**src/rtl/msdf_pkg.sv**
```systemverilog
// Shared definitions for the MSDF online multiplier controller: FSM encoding
// and a constant-foldable ceiling-log2 used to size the step counter.
package msdf_pkg;

  typedef enum logic [1:0] {
    ST_IDLE = 2'd0,
    ST_RUN  = 2'd1,
    ST_DONE = 2'd2
  } state_e;

  function automatic int clog2(input int v);
    int r;
    r = 0;
    for (int i = 0; i < 31; i++) begin
      if ((32'sd1 <<< i) < v) begin
        r = i + 1;
      end else begin
        r = r;
      end
    end
    return r;
  endfunction

endpackage

```
**src/rtl/msdf_step_decode.sv**
```systemverilog
// Per-step strobe decode for the MSDF multiplier datapath: maps the step
// enable and step index k onto the register load strobes and output digit tag.
module msdf_step_decode #(
  parameter int N     = 9,
  parameter int DELTA = 3,
  parameter int CW    = 4
) (
  input  logic          en,
  input  logic [CW-1:0] k,
  input  logic [CW-1:0] p,
  output logic          load_lx,
  output logic          load_ly,
  output logic          load_ca_x,
  output logic          load_ca_y,
  output logic          load_wc,
  output logic          load_ws,
  output logic          load_pj,
  output logic          zj_valid,
  output logic [CW-1:0] z_idx
);

  localparam logic [CW-1:0] N_C     = CW'(N);
  localparam logic [CW-1:0] DELTA_C = CW'(DELTA);
  localparam logic [CW-1:0] ONE_C   = CW'(1);

  logic in_win_s;
  logic cax_win_s;
  logic out_win_s;
  logic pj_win_s;

  // Step windows; output digits are additionally bounded by the product length
  always_comb begin
    in_win_s  = (k < N_C);
    cax_win_s = (k >= ONE_C) && (k <= N_C);
    out_win_s = (k >= DELTA_C) && ((k - DELTA_C) < p);
    pj_win_s  = (k >= (DELTA_C + ONE_C)) && out_win_s;
  end

  // Strobes qualified by the step enable; z_idx idles at zero
  always_comb begin
    load_lx   = en && in_win_s;
    load_ly   = en && in_win_s;
    load_ca_y = en && in_win_s;
    load_ca_x = en && cax_win_s;
    load_wc   = en;
    load_ws   = en;
    load_pj   = en && pj_win_s;
    zj_valid  = en && out_win_s;
    if (en && out_win_s) begin
      z_idx = k - DELTA_C;
    end else begin
      z_idx = {CW{1'b0}};
    end
  end

endmodule

```
**src/rtl/msdf_mul_ctrl.sv**
```systemverilog
// Control FSM for a radix-2 most-significant-digit-first online multiplier:
// sequences input acceptance, recurrence steps, and output digit emission.
module msdf_mul_ctrl
  import msdf_pkg::*;
#(
  parameter int N     = 9,
  parameter int DELTA = 3,
  localparam int CW   = clog2(N + DELTA + 1)
) (
  input  logic          clk,
  input  logic          rst,
  input  logic          start,
  input  logic [CW-1:0] p_len,
  input  logic          abort,
  input  logic          in_valid,
  output logic          in_ready,
  output logic          load_lx,
  output logic          load_ly,
  output logic          load_ca_x,
  output logic          load_ca_y,
  output logic          load_wc,
  output logic          load_ws,
  output logic          load_pj,
  output logic          zj_valid,
  output logic [CW-1:0] z_idx,
  output logic          clear_regs,
  output logic          busy,
  output logic          done
);

  localparam logic [CW-1:0] N_C     = CW'(N);
  localparam logic [CW-1:0] DELTA_C = CW'(DELTA);
  localparam logic [CW-1:0] ONE_C   = CW'(1);

  state_e        state_r;
  state_e        state_nx_s;
  logic [CW-1:0] k_r;
  logic [CW-1:0] p_r;
  logic [CW-1:0] p_sel_s;
  logic [CW-1:0] k_last_s;
  logic          run_s;
  logic          in_win_s;
  logic          en_s;
  logic          last_s;

  // Out-of-range product lengths fall back to the full N digits
  always_comb begin
    if ((p_len == {CW{1'b0}}) || (p_len > N_C)) begin
      p_sel_s = N_C;
    end else begin
      p_sel_s = p_len;
    end
  end

  // Step enable: inputs gate steps while operands arrive, drain steps are free
  always_comb begin
    run_s    = (state_r == ST_RUN);
    in_win_s = (k_r < N_C);
    k_last_s = DELTA_C + p_r - ONE_C;
    last_s   = (k_r == k_last_s);
    if (run_s && !abort) begin
      if (in_win_s) begin
        en_s = in_valid;
      end else begin
        en_s = 1'b1;
      end
    end else begin
      en_s = 1'b0;
    end
  end

  // State register
  always_ff @(posedge clk or negedge rst) begin
    if (!rst) begin
      state_r <= ST_IDLE;
    end else begin
      state_r <= state_nx_s;
    end
  end

  // Step counter and latched product length
  always_ff @(posedge clk or negedge rst) begin
    if (!rst) begin
      k_r <= {CW{1'b0}};
      p_r <= N_C;
    end else begin
      if ((state_r == ST_IDLE) && start) begin
        k_r <= {CW{1'b0}};
        p_r <= p_sel_s;
      end else if (en_s) begin
        k_r <= k_r + ONE_C;
      end else if (state_r != ST_RUN) begin
        k_r <= {CW{1'b0}};
      end else begin
        k_r <= k_r;
      end
    end
  end

  // Next-state logic; abort wins over any step in progress
  always_comb begin
    state_nx_s = state_r;
    case (state_r)
      ST_IDLE: begin
        if (start) begin
          state_nx_s = ST_RUN;
        end else begin
          state_nx_s = ST_IDLE;
        end
      end
      ST_RUN: begin
        if (abort) begin
          state_nx_s = ST_IDLE;
        end else if (en_s && last_s) begin
          state_nx_s = ST_DONE;
        end else begin
          state_nx_s = ST_RUN;
        end
      end
      ST_DONE: state_nx_s = ST_IDLE;
      default: state_nx_s = ST_IDLE;
    endcase
  end

  // FSM outputs; clear_regs is held low while reset is asserted
  always_comb begin
    busy       = run_s;
    in_ready   = run_s && in_win_s;
    done       = (state_r == ST_DONE) && !abort;
    clear_regs = rst && (state_r == ST_IDLE) && start;
  end

  msdf_step_decode #(
    .N     (N),
    .DELTA (DELTA),
    .CW    (CW)
  ) u_decode (
    .en        (en_s),
    .k         (k_r),
    .p         (p_r),
    .load_lx   (load_lx),
    .load_ly   (load_ly),
    .load_ca_x (load_ca_x),
    .load_ca_y (load_ca_y),
    .load_wc   (load_wc),
    .load_ws   (load_ws),
    .load_pj   (load_pj),
    .zj_valid  (zj_valid),
    .z_idx     (z_idx)
  );

endmodule

```
**config.mk**
```make
export PLATFORM = sky130hd
export DESIGN_NAME = msdf_mul_ctrl
export DESIGN_NICKNAME = d
export VERILOG_FILES = /design/src/rtl/msdf_pkg.sv /design/src/rtl/msdf_step_decode.sv /design/src/rtl/msdf_mul_ctrl.sv
export SDC_FILE = /design/constraint.sdc
export NUM_CORES = 1
export LEC_CHECK = 0
export CAP_MARGIN = 20
export CORE_UTILIZATION = 44
export CTS_CLUSTER_DIAMETER = 200
export DETAILED_ROUTE_END_ITERATION = 12
export HOLD_SLACK_MARGIN = 0.12
export PLACE_DENSITY = 0.76
export SKIP_CTS_REPAIR_TIMING = 1
export SLEW_MARGIN = 20
export SYNTH_ARGS = -nofsm -noshare
export SYNTH_HDL_FRONTEND = slang
export SYNTH_SLANG_ARGS = --single-unit
export TNS_END_PERCENT = 1
```
**constraint.sdc**
```tcl
create_clock -name clk -period 2.59 [get_ports clk]
set_input_delay 0.518 -clock clk [delete_from_list [all_inputs] [get_ports clk]]
set_output_delay 0.518 -clock clk [all_outputs]
set_load 0.02 [all_outputs]
```
Word level (Yosys, flattened, before mapping) --
Cells that the tools add are included.
Storage, ports and cells: register bits 10, input bits 9, output and inout port bits 16, word-level logic and storage cells 48
Operators by class: $add $sub $neg 4, $lt $le $gt $ge 7, equal/unequal tests 4, multiplexer cells 11, reductions and logical operators 19
Operator list (count):
- two-way mux 4 bit | 5
- logical AND 1 bit | 14
- adder 2 x 4 -> 4 bit (first input constant) | 1
- adder 4 x 1 -> 4 bit (second input constant) | 1
- equality test 4 bit | 1
- greater-or-equal comparator 4 x 1 -> 1 bit (second input constant) | 1
- greater-or-equal comparator 4 x 2 -> 1 bit (second input constant) | 1
- greater-or-equal comparator 4 x 3 -> 1 bit (second input constant) | 1
- greater-than comparator 4 bit (second input constant) | 1
- <= comparator 4 bit (second input constant) | 1
- logical NOT 4 bit | 1
- less-than comparator 4 bit | 1
- less-than comparator 4 bit (second input constant) | 1
- two-way mux 2 bit | 2
- one-hot mux 2 bit (2 select lines) | 1
- subtractor 4 x 1 -> 4 bit (second input constant) | 1
- subtractor 4 x 2 -> 4 bit (second input constant) | 1
- two-way mux 1 bit | 3
- nonzero test 3 bit | 1
- equality test 2 x 1 -> 1 bit (second input constant) | 1
- equality test 2 bit (second input constant) | 1
- logical NOT 2 bit | 1
- != test 2 x 1 -> 1 bit (second input constant) | 1
- logical NOT 1 bit | 1
- logical OR 1 bit | 1

Logic depth before layout (Yosys ltp) --
Gate-level depths: netlist of run 1.
word-level depth 7, mapped depth 7, mapped depth without buffers 7

Hierarchy --
A second synthesis of run 1 with hierarchy kept.
Second synthesis, totals: cells, all modules 107, area, all modules 895.9 um^2
By module, submodules not included:
- msdf_mul_ctrl | instances 1, cells each 66, area each 608.1 um^2, sequential area each 252.7 um^2
- msdf_step_decode | instances 1, cells each 41, area each 287.8 um^2, sequential area each 0.0 um^2

Worst setup path before layout of run 1 --
No wires, ideal clock.
path type flip-flop to output port, start point register k_r[0], end point output port z_idx[1], arrival time 2.088 ns, data required time 2.072 ns, setup slack -0.016 ns, stages on the path, launching flop included 8, path buffers 0, path through dfrtp_1 > inv_1 > ha_1 > ha_1 > nor2b_1 > o21a_1 > o21a_1 > nor3b_1
Between the ends: cells in the longest elaborated chain, start to end 5, elaborated cells on any way between the ends 9, those cells by class add/sub (1); order compare (3); mux (3); reduce/logical (2)
Ends and longest elaborated chain:
- from (decl) | RTL line msdf_mul_ctrl.sv:37 | logic [CW-1:0] k_r;
- from (signal assigned) | RTL line msdf_mul_ctrl.sv:84 | k_r <= {CW{1'b0}};
- from (signal assigned) | RTL line msdf_mul_ctrl.sv:88 | k_r <= {CW{1'b0}};
- from (signal assigned) | RTL line msdf_mul_ctrl.sv:91 | k_r <= k_r + ONE_C;
- subtractor 4 x 2 -> 4 bit / less-than comparator 4 bit (equally long branches) | RTL line msdf_step_decode.sv:35, msdf_step_decode.sv:50, msdf_mul_ctrl.sv:58
- less-than comparator 4 bit / two-way mux 1 bit (equally long branches) | RTL line msdf_step_decode.sv:35, msdf_mul_ctrl.sv:62
- logical AND 1 bit / two-way mux 1 bit (equally long branches) | RTL line msdf_step_decode.sv:35, msdf_mul_ctrl.sv:61
- logical AND 1 bit | RTL line msdf_step_decode.sv:49 | if (en && out_win_s) begin
- two-way mux 4 bit (*) | RTL line msdf_step_decode.sv:49
- to (decl) | RTL line msdf_mul_ctrl.sv:25 | output logic [CW-1:0] z_idx,
Mark *: on every way between the ends. The rest lies on a longest branch, timed or not.

Final worst setup path of run 1 --
start point register k_r[0], end point output port load_pj
Between the ends: cells in the longest elaborated chain, start to end 5, elaborated cells on any way between the ends 10, those cells by class add/sub (1); order compare (4); mux (2); reduce/logical (3)
Ends and longest elaborated chain:
- subtractor 4 x 2 -> 4 bit | RTL line msdf_step_decode.sv:35 | out_win_s = (k >= DELTA_C) && ((k - DELTA_C) < p);
- less-than comparator 4 bit | RTL line msdf_step_decode.sv:35
- logical AND 1 bit | RTL line msdf_step_decode.sv:35
- logical AND 1 bit | RTL line msdf_step_decode.sv:36 | pj_win_s = (k >= (DELTA_C + ONE_C)) && out_win_s;
- logical AND 1 bit (*) | RTL line msdf_step_decode.sv:47 | load_pj = en && pj_win_s;
- to (decl) | RTL line msdf_mul_ctrl.sv:23 | output logic load_pj,
Marks and branches as above.

==> results of run 1 <==
## metal layers
layer  part of all wire  up-vias  routed length (um)
li1                   -      415                   -
met1               0.46      367                 865
met2               0.48       22                 913
met3              0.040        5                  75
met4              0.020        0                  38
met5                  0        -                   0
## layout make-up
| class | count | area [um^2] | share of cell area |
|---|---|---|---|
| Multi-Input combinational cell | 73 | 548 | 0.437 |
| Timing Repair Buffer | 42 | 365 | 0.291 |
| Sequential cell | 10 | 253 | 0.202 |
| Inverter | 9 | 33.8 | 0.0269 |
| Tap cell | 25 | 31.3 | 0.0250 |
| Clock buffer | 3 | 22.5 | 0.0180 |
## metrics by stage
stage	util	hold WS, ns	power (mW)	setup slack (ns)
after floorplan	-	0.222	0.320	-0.0164
after global placement	0.687	0.481	0.413	-0.265
after detailed placement	0.687	0.486	0.419	-0.275
after CTS	0.700	0.494	0.524	-0.587
after global routing	0.726	0.547	0.582	-0.151
final	0.726	0.488	0.532	-0.0667
## power by group through the flow
stage	clock, mW	combinational [mW]	sequential (mW)
2_1_floorplan	0	0.123	0.197
3_3_place_gp	0	0.216	0.196
3_5_place_dp	0	0.222	0.197
4_1_cts	0.106	0.223	0.194
6_report	0.101	0.237	0.194
5_1_grt	0.114	0.270	0.198
## Yosys cell counts
cell,instances
nand2_1,7
buf_2,1
nor3b_1,4
dfstp_2,2
buf_4,3
o21a_1,2
xor3_1,1
inv_1,9
nand3_1,3
nand2b_1,4
and3_1,1
buf_6,1
nor2b_1,2
o21ai_1,1
a21oi_1,8
xor2_1,4
o21bai_1,1
xnor2_1,2
nor2_1,9
nor3_1,4
o21ai_0,5
or4_1,2
a21o_2,1
and2_1,1
dfrtp_1,8
o2111ai_1,1
a221oi_1,1
o31ai_1,1
ha_1,8
## path summary, 6_finish.rpt
path / startpoint / end / slack [ns]
min in group asynchronous: rst / k_r[1] / 0.57
setup / recovery: k_r[0] / load_pj / -0.07
hold reg to reg: p_r[0] / p_r[0] / 0.49
max in group asynchronous: rst / p_r[0] / 1.80
hold / removal: p_r[0] / p_r[0] / 0.49
setup reg to reg: p_r[1] / state_r[0] / 0.71
## kinds of logic after synthesis
family / after synthesis / synth area share
simple gates: 37 / 0.232
compound gates: 21 / 0.154
buf+inv: 14 / 0.0887
flops: 10 / 0.309
fa+ha+maj: 8 / 0.122
xor+xnor: 7 / 0.0933
## worst reg2reg max path: stages, from the launching register on
cell and delay, ns:
dfrtp_1 0.38, buf_4 0.15, ha_1 0.20, xor3_1 0.33, or4_1 0.45, o21ai_1 0.17, nand2_1 0.08
## flip-flops by register name, indices dropped and copies added, names as in the netlist
signal	flops
k_r	4
p_r	4
state_r	2
==> impl_metrics.yaml, run 1 <==
clocking:
  cts.reportedPaths.clkPinSlew_ns: 0.06
  root_buffer: "clkbuf_4"
  tritoncts: "done"
  cts_buffers: 3
  htreeDepth: 1
  clock_sinks: 10
  cts_max_path_buffers: 2
  clk_latency_ns: 0.26
sta:
  hold_viol_final: 0
  setup_slack_ns: -0.0667
  worst_slew_pin_slew_ns: 0.339
  fin_crit_sh: 1.03
  setup_viol_count_final: 4
  grt_setup_unrepaired: "true"
  fin_skew_ns: 0.000936
  period_minus_slack_ns: 2.66
  fmax_ghz: 0.376
  relSlewSlack: 0.774
  setup-tns-final_ns: -0.122
  slew_violations: 0
pwr:
  cellPowerDensity_nw_per_um2: 425
  switching_share: 0.334
  seqPwrFrac: 0.365
  netSwitchingPower_mw: 0.178
  pwr-share-comb: 0.446
  ir_drop_mv: 0.364
  clockPowerShare: 0.189
  leakage_nw: 0.673
  p_int_mw: 0.355
global_route:
  grt_pass1_vias: 746
  antenna_found_initial: 0
  use_met1: 0.281
  grt_first_pass_wirelength_um: 3090
  track_usage: 0.214
  busiest_layer: "met2"
  grt_overflow: 0
  use_met2: 0.345
  grt_util_met3: 0.0240
  grt_max_degree: 11
synthesis:
  yosysTopAreaCell: "dfrtp_1"
  avgSynthCellArea_um2: 8.44
  synth_top_area_share: 0.245
  synth_seq_cells: 10
  synth.distinct_cells: 29
  yosys_warnings: 0
  synthCells: 97
  yosysSeqAreaShare: 0.309
  syn_nets: 114
  synth_area_um2: 818
  synthTopCellsByArea: "dfrtp_1, ha_1, dfstp_2, a21oi_1, xor2_1"
placement:
  gp_congestion: 0.838
  dp_cells: 159
  dpl_cell_area_um2: 1190
  dp_hpwl_um: 1500
  portBuffers: 24
detailed_routing:
  drt-total-wl_um: 1890
  drtAntennaViolNets: 0
  drc: 0
  via_per_inst: 4.99
  dr.pass1.iters: 4
  drt_iter0_markers: 5
  routedWlPerCell_um: 11.7
  vias: 809
status:
  outcome: "finished, violations left"
  violations: "negative setup slack"
run:
  drv_cap: 0
finish:
  finalNonFillerCells: 162
  layout-drive-gt1-share: 0.292
  fillers: 150
  postLayoutCellArea_um2: 1250
  syn2layout_area_growth_pct: 53.2
  fin_nets: 156
  final_common_cell: "buf_4"
  num_antenna_cells: 0
  final_cell_mix: "buf_4, clkdlybuf4s50_1, nor2_1"
critical_path:
  cp_data_arrival_time_ns: 2.14
  cp-start-kind: "flip-flop"
  crit_buf_inv: 2
  endpoint_kind: "output port"
  crit_chain: "inv_1 > ha_4 > ha_1 > nor2b_1 > o21a_1 > o21a_4 > nor3_1 > buf_2"
  r2r_cells: 6
  cp.depth: 8
  slowest_delay_ns: 0.37
  crit_required_ns: 2.07
  critPathMaxFanout: 6
  crit_family: "adder cells"
  slowest_stage: "dfrtp_1"
  path_class: "reg -> out"
worst_hold_path:
  min_path_type: "reg -> reg"
  holdPathStages: 2
floorplanning:
  die_area_um2: 2040
  die_x_um: 45.1
  die_h_um: 45.1
  io_pins: 25
  start_util: 0.474
  rows: 15
  core-area_um2: 1730
Note: power is estimated with default switching activity, not from simulation.
==> run 2: changes to the inputs <==
- GPL_ROUTABILITY_DRIVEN: unset -> 1
- PLACE_DENSITY: 0.76 -> 0.74
- REMOVE_ABC_BUFFERS: unset -> 1
==> impl_metrics.yaml, run 2 (synthesis gave the netlist of run 1 again) <==
sta:
  fin_skew_ns: 0.00384
  hold_viol_final: 0
  setup_viol_count_final: 5
  grt_setup_unrepaired: "true"
  worst_slew_pin_slew_ns: 0.366
  relSlewSlack: 0.756
  slew_violations: 0
  period_minus_slack_ns: 2.70
  fmax_ghz: 0.370
  setup_slack_ns: -0.111
  fin_crit_sh: 1.04
clocking:
  cts_max_path_buffers: 2
  clock_sinks: 10
  cts_buffers: 3
  tritoncts: "done"
  root_buffer: "clkbuf_4"
  cts.reportedPaths.clkPinSlew_ns: 0.06
  htreeDepth: 1
  clk_latency_ns: 0.26
pwr:
  leakage_nw: 0.665
  cellPowerDensity_nw_per_um2: 426
  ir_drop_mv: 0.331
critical_path:
  slowest_stage: "dfrtp_1"
  cp-start-kind: "flip-flop"
  cp_data_arrival_time_ns: 2.18
  endpoint_kind: "output port"
  crit_chain: "buf_4 > and2_1 > nor2_1 > xor2_1 > ha_1 > o21a_4 > nor3b_1 > buf_2"
  crit_required_ns: 2.07
  path_class: "reg -> out"
  critPathMaxFanout: 6
  slowest_delay_ns: 0.40
finish:
  fin_util: 0.726
  reg_top3: "k_r (4), p_r (4), state_r (2)"
  layout-drive-gt1-share: 0.285
  num_antenna_cells: 0
  fin_nets: 156
  syn2layout_area_growth_pct: 53.2
  final_common_cell: "buf_4"
  final_cell_mix: "buf_4, clkdlybuf4s50_1, nor2_1"
  postLayoutCellArea_um2: 1250
placement:
  portBuffers: 24
  dpl_cell_area_um2: 1190
  dp_hpwl_um: 1610
  place_ws_ns: -0.303
  gp_congestion: 0.850
status:
  violations: "negative setup slack"
  outcome: "finished, violations left"
global_route:
  grt_first_pass_wirelength_um: 3150
  grt_max_degree: 11
  grt_pass1_vias: 779
  antenna_found_initial: 0
  grt_overflow: 0
  track_usage: 0.220
detailed_routing:
  dr.pass1.iters: 3
  drt-total-wl_um: 2010
  drt_iter0_markers: 7
  drtAntennaViolNets: 0
  vias: 822
  via_per_inst: 5.07
  routedWlPerCell_um: 12.4
  drc: 0
floorplanning:
  io_pins: 25
  die_x_um: 45.1
  core-area_um2: 1730
  start_util: 0.474
  die_area_um2: 2040
  rows: 15
  die_h_um: 45.1
worst_hold_path:
  min_path_type: "reg -> reg"
run:
  drv_cap: 0
[run 2: report_power, final]
group	leakage [nW]	switching [mW]	internal, mW
clock network	0.0138	0.0475	0.0534
registers	0.128	0.0128	0.182
logic	0.523	0.120	0.119
total	0.665	0.180	0.354
[run 2: path summary, 6_finish.rpt]
path / from / end / slack (ns) / depth (start not counted)
max: k_r[1] / z_idx[2] / -0.11 / 8
min: p_r[0] / p_r[0] / 0.49 / 2
min reg2reg: p_r[0] / p_r[0] / 0.49 / 2
max reg2reg: p_r[1] / state_r[0] / 0.71 / 6
min in group asynchronous: rst / k_r[1] / 0.58 / 2
max in group asynchronous: rst / p_r[0] / 1.79 / 2
[run 2: final cells by class]
cell class,count,area [um^2]
Multi-Input combinational cell,73,543
Fill cell,147,473
Timing Repair Buffer,42,370
Sequential cell,10,253
Inverter,9,33.8
Tap cell,25,31.3
Clock buffer,3,22.5
[run 2: worst max-delay path: cells and delay by family (launching register included)]
kind / cells / cell delay, ns
AND/OR/NAND/NOR: 3 / 0.45
flip-flops: 1 / 0.40
buffers and inverters: 2 / 0.34
adder cells (fa/ha/maj): 1 / 0.30
XOR/XNOR: 1 / 0.28
AO/OA/AOI/OAI: 1 / 0.15
[run 2: stage by stage]
step,setup TNS [ns],hold slack [ns],std cells,power (mW)
final,-0.369,0.494,162,0.534
after global routing,-0.841,0.539,162,0.573
after CTS,-3.84,0.500,162,0.521
after detailed placement,-2.08,0.491,159,0.419
after global placement,-1.83,0.483,159,0.411
after floorplan,-0.0335,0.222,92,0.316
[run 2: metal layers]
metal / part of all wire / vias to the layer above / track usage
li1: - / 412 / -
met1: 0.44 / 382 / 0.275
met2: 0.50 / 22 / 0.365
met3: 0.030 / 6 / 0.0240
met4: 0.026 / 0 / 0.127
met5: 0 / - / 0
==> run 3: changes to the inputs <==
- CORE_UTILIZATION: 44 -> 45
- PLACE_DENSITY: 0.74 -> 0.75
==> impl_metrics.yaml, run 3 (synthesis gave the netlist of run 1 again) <==
critical_path:
  cp_data_arrival_time_ns: 2.17
  r2r_slack_ns: 0.71
  crit_family: "simple AND/OR/NAND/NOR gates"
  crit_chain: "buf_4 > and2_1 > nor2_1 > xor2_1 > ha_1 > o21a_4 > nor3_1 > buf_4"
  crit_required_ns: 2.07
  slowest_delay_ns: 0.41
  crit_buf_inv: 2
  path_class: "reg -> out"
  cp-start-kind: "flip-flop"
  regToRegEndpoint: "state_r[0]"
  r2r_cells: 6
  crit_path_end: "load_pj"
  endpoint_kind: "output port"
  slowest_stage: "dfrtp_1"
  critical_path.most_common_cell: "buf_4"
  r2r_start: "k_r[0]"
  critPathMaxFanout: 6
  cp.depth: 8
  critPathLaunch: "k_r[0]"
global_route:
  track_usage: 0.227
  grt_pass1_vias: 757
  grt_overflow: 0
  antenna_found_initial: 0
  grt_max_degree: 11
  grt_first_pass_wirelength_um: 3220
detailed_routing:
  drt-total-wl_um: 2060
  drt_iter0_markers: 9
  vias: 816
  dr.pass1.iters: 4
  via_per_inst: 5.01
  drc: 0
  drtAntennaViolNets: 0
  routedWlPerCell_um: 12.6
run:
  drv_cap: 0
pwr:
  total_power_mw: 0.571
  netSwitchingPower_mw: 0.186
  switching_share: 0.326
  clockPowerShare: 0.244
  leakage_nw: 0.677
  p_int_mw: 0.385
  ir_drop_mv: 0.346
  seqPwrFrac: 0.342
  pwr-share-comb: 0.414
  cellPowerDensity_nw_per_um2: 450
floorplanning:
  die_x_um: 44.6
  die_h_um: 44.6
  io_pins: 25
  rows: 15
  die_area_um2: 1990
  core-area_um2: 1710
  start_util: 0.479
sta:
  period_minus_slack_ns: 2.68
  worst_slew_pin_slew_ns: 0.398
  setup_viol_count_final: 5
  slew_violations: 0
  relSlewSlack: 0.735
  grt_setup_unrepaired: "true"
  hold_viol_final: 0
  fin_crit_sh: 1.04
  setup_slack_ns: -0.0932
  setup-tns-final_ns: -0.270
  fin_skew_ns: 0.000854
  fmax_ghz: 0.373
clocking:
  htreeDepth: 1
  cts_max_path_buffers: 2
  tritoncts: "done"
  root_buffer: "clkbuf_4"
  clock_sinks: 10
  clk_latency_ns: 0.26
  cts_buffers: 3
  cts.reportedPaths.clkPinSlew_ns: 0.07
placement:
  dp_hpwl_um: 1570
  dpl_cell_area_um2: 1190
  dp_cells: 159
  gp_congestion: 0.839
  portBuffers: 24
status:
  outcome: "finished, violations left"
  violations: "negative setup slack"
finish:
  finalNonFillerCells: 163
  syn2layout_area_growth_pct: 55.2
  fin_util: 0.744
  fin_nets: 156
  num_antenna_cells: 0
  layout-drive-gt1-share: 0.290
  fillers: 132
  final_common_cell: "buf_4"
  reg_top3: "k_r (4), p_r (4), state_r (2)"
  postLayoutCellArea_um2: 1270
  final_cell_mix: "buf_4, clkdlybuf4s50_1, nor2_1, a21oi_1, dfrtp_1"
worst_hold_path:
  min_path_type: "reg -> reg"
  min_from: "p_r[0]"
run 3: final cells by class:
type | count | area [um^2] | area share
flip-flops and latches | 10 | 253 | 0.199
repair buffers | 42 | 368 | 0.290
inverters | 9 | 33.8 | 0.0266
multi-input cells | 73 | 548 | 0.432
clock buffers | 4 | 36.3 | 0.0286
well taps | 25 | 31.3 | 0.0246
run 3: how the worst min path moves through the flow:
stage,slack (ns),to,depth (start not counted)
2_1_floorplan,0.22,k_r[0],0
3_3_place_gp,0.48,p_r[0],2
3_5_place_dp,0.49,p_r[0],2
4_1_cts,0.50,p_r[0],2
5_1_grt,0.54,p_r[0],2
6_report,0.50,p_r[0],2
run 3: per-layer routing:
layer / wire [um] / GRT usage
met4: 19 / 0.127
met1: 869 / 0.284
met2: 1090 / 0.388
met3: 80 / 0.0122
met5: 0 / 0
run 3: power groups by stage:
stage	clock network (mW)	logic, mW	registers [mW]
detailed placement	0	0.219	0.198
floorplan	0	0.119	0.197
global placement	0	0.214	0.197
CTS	0.144	0.220	0.195
global route	0.154	0.264	0.199
finish	0.139	0.236	0.196
run 3: tightest hold or removal path: cells and delay by family (launching register included):
family,cells,cell delay (ns)
AOI/OAI and AO/OA,1,0.07
DFF,1,0.38
and+or+nand+nor,1,0.04
run 3: stage by stage:
stage	hold WS [ns]	setup slack (ns)
after global placement	0.481	-0.299
after global routing	0.540	-0.221
after detailed placement	0.488	-0.335
final	0.497	-0.0932
after floorplan	0.222	-0.0164
after CTS	0.497	-0.633
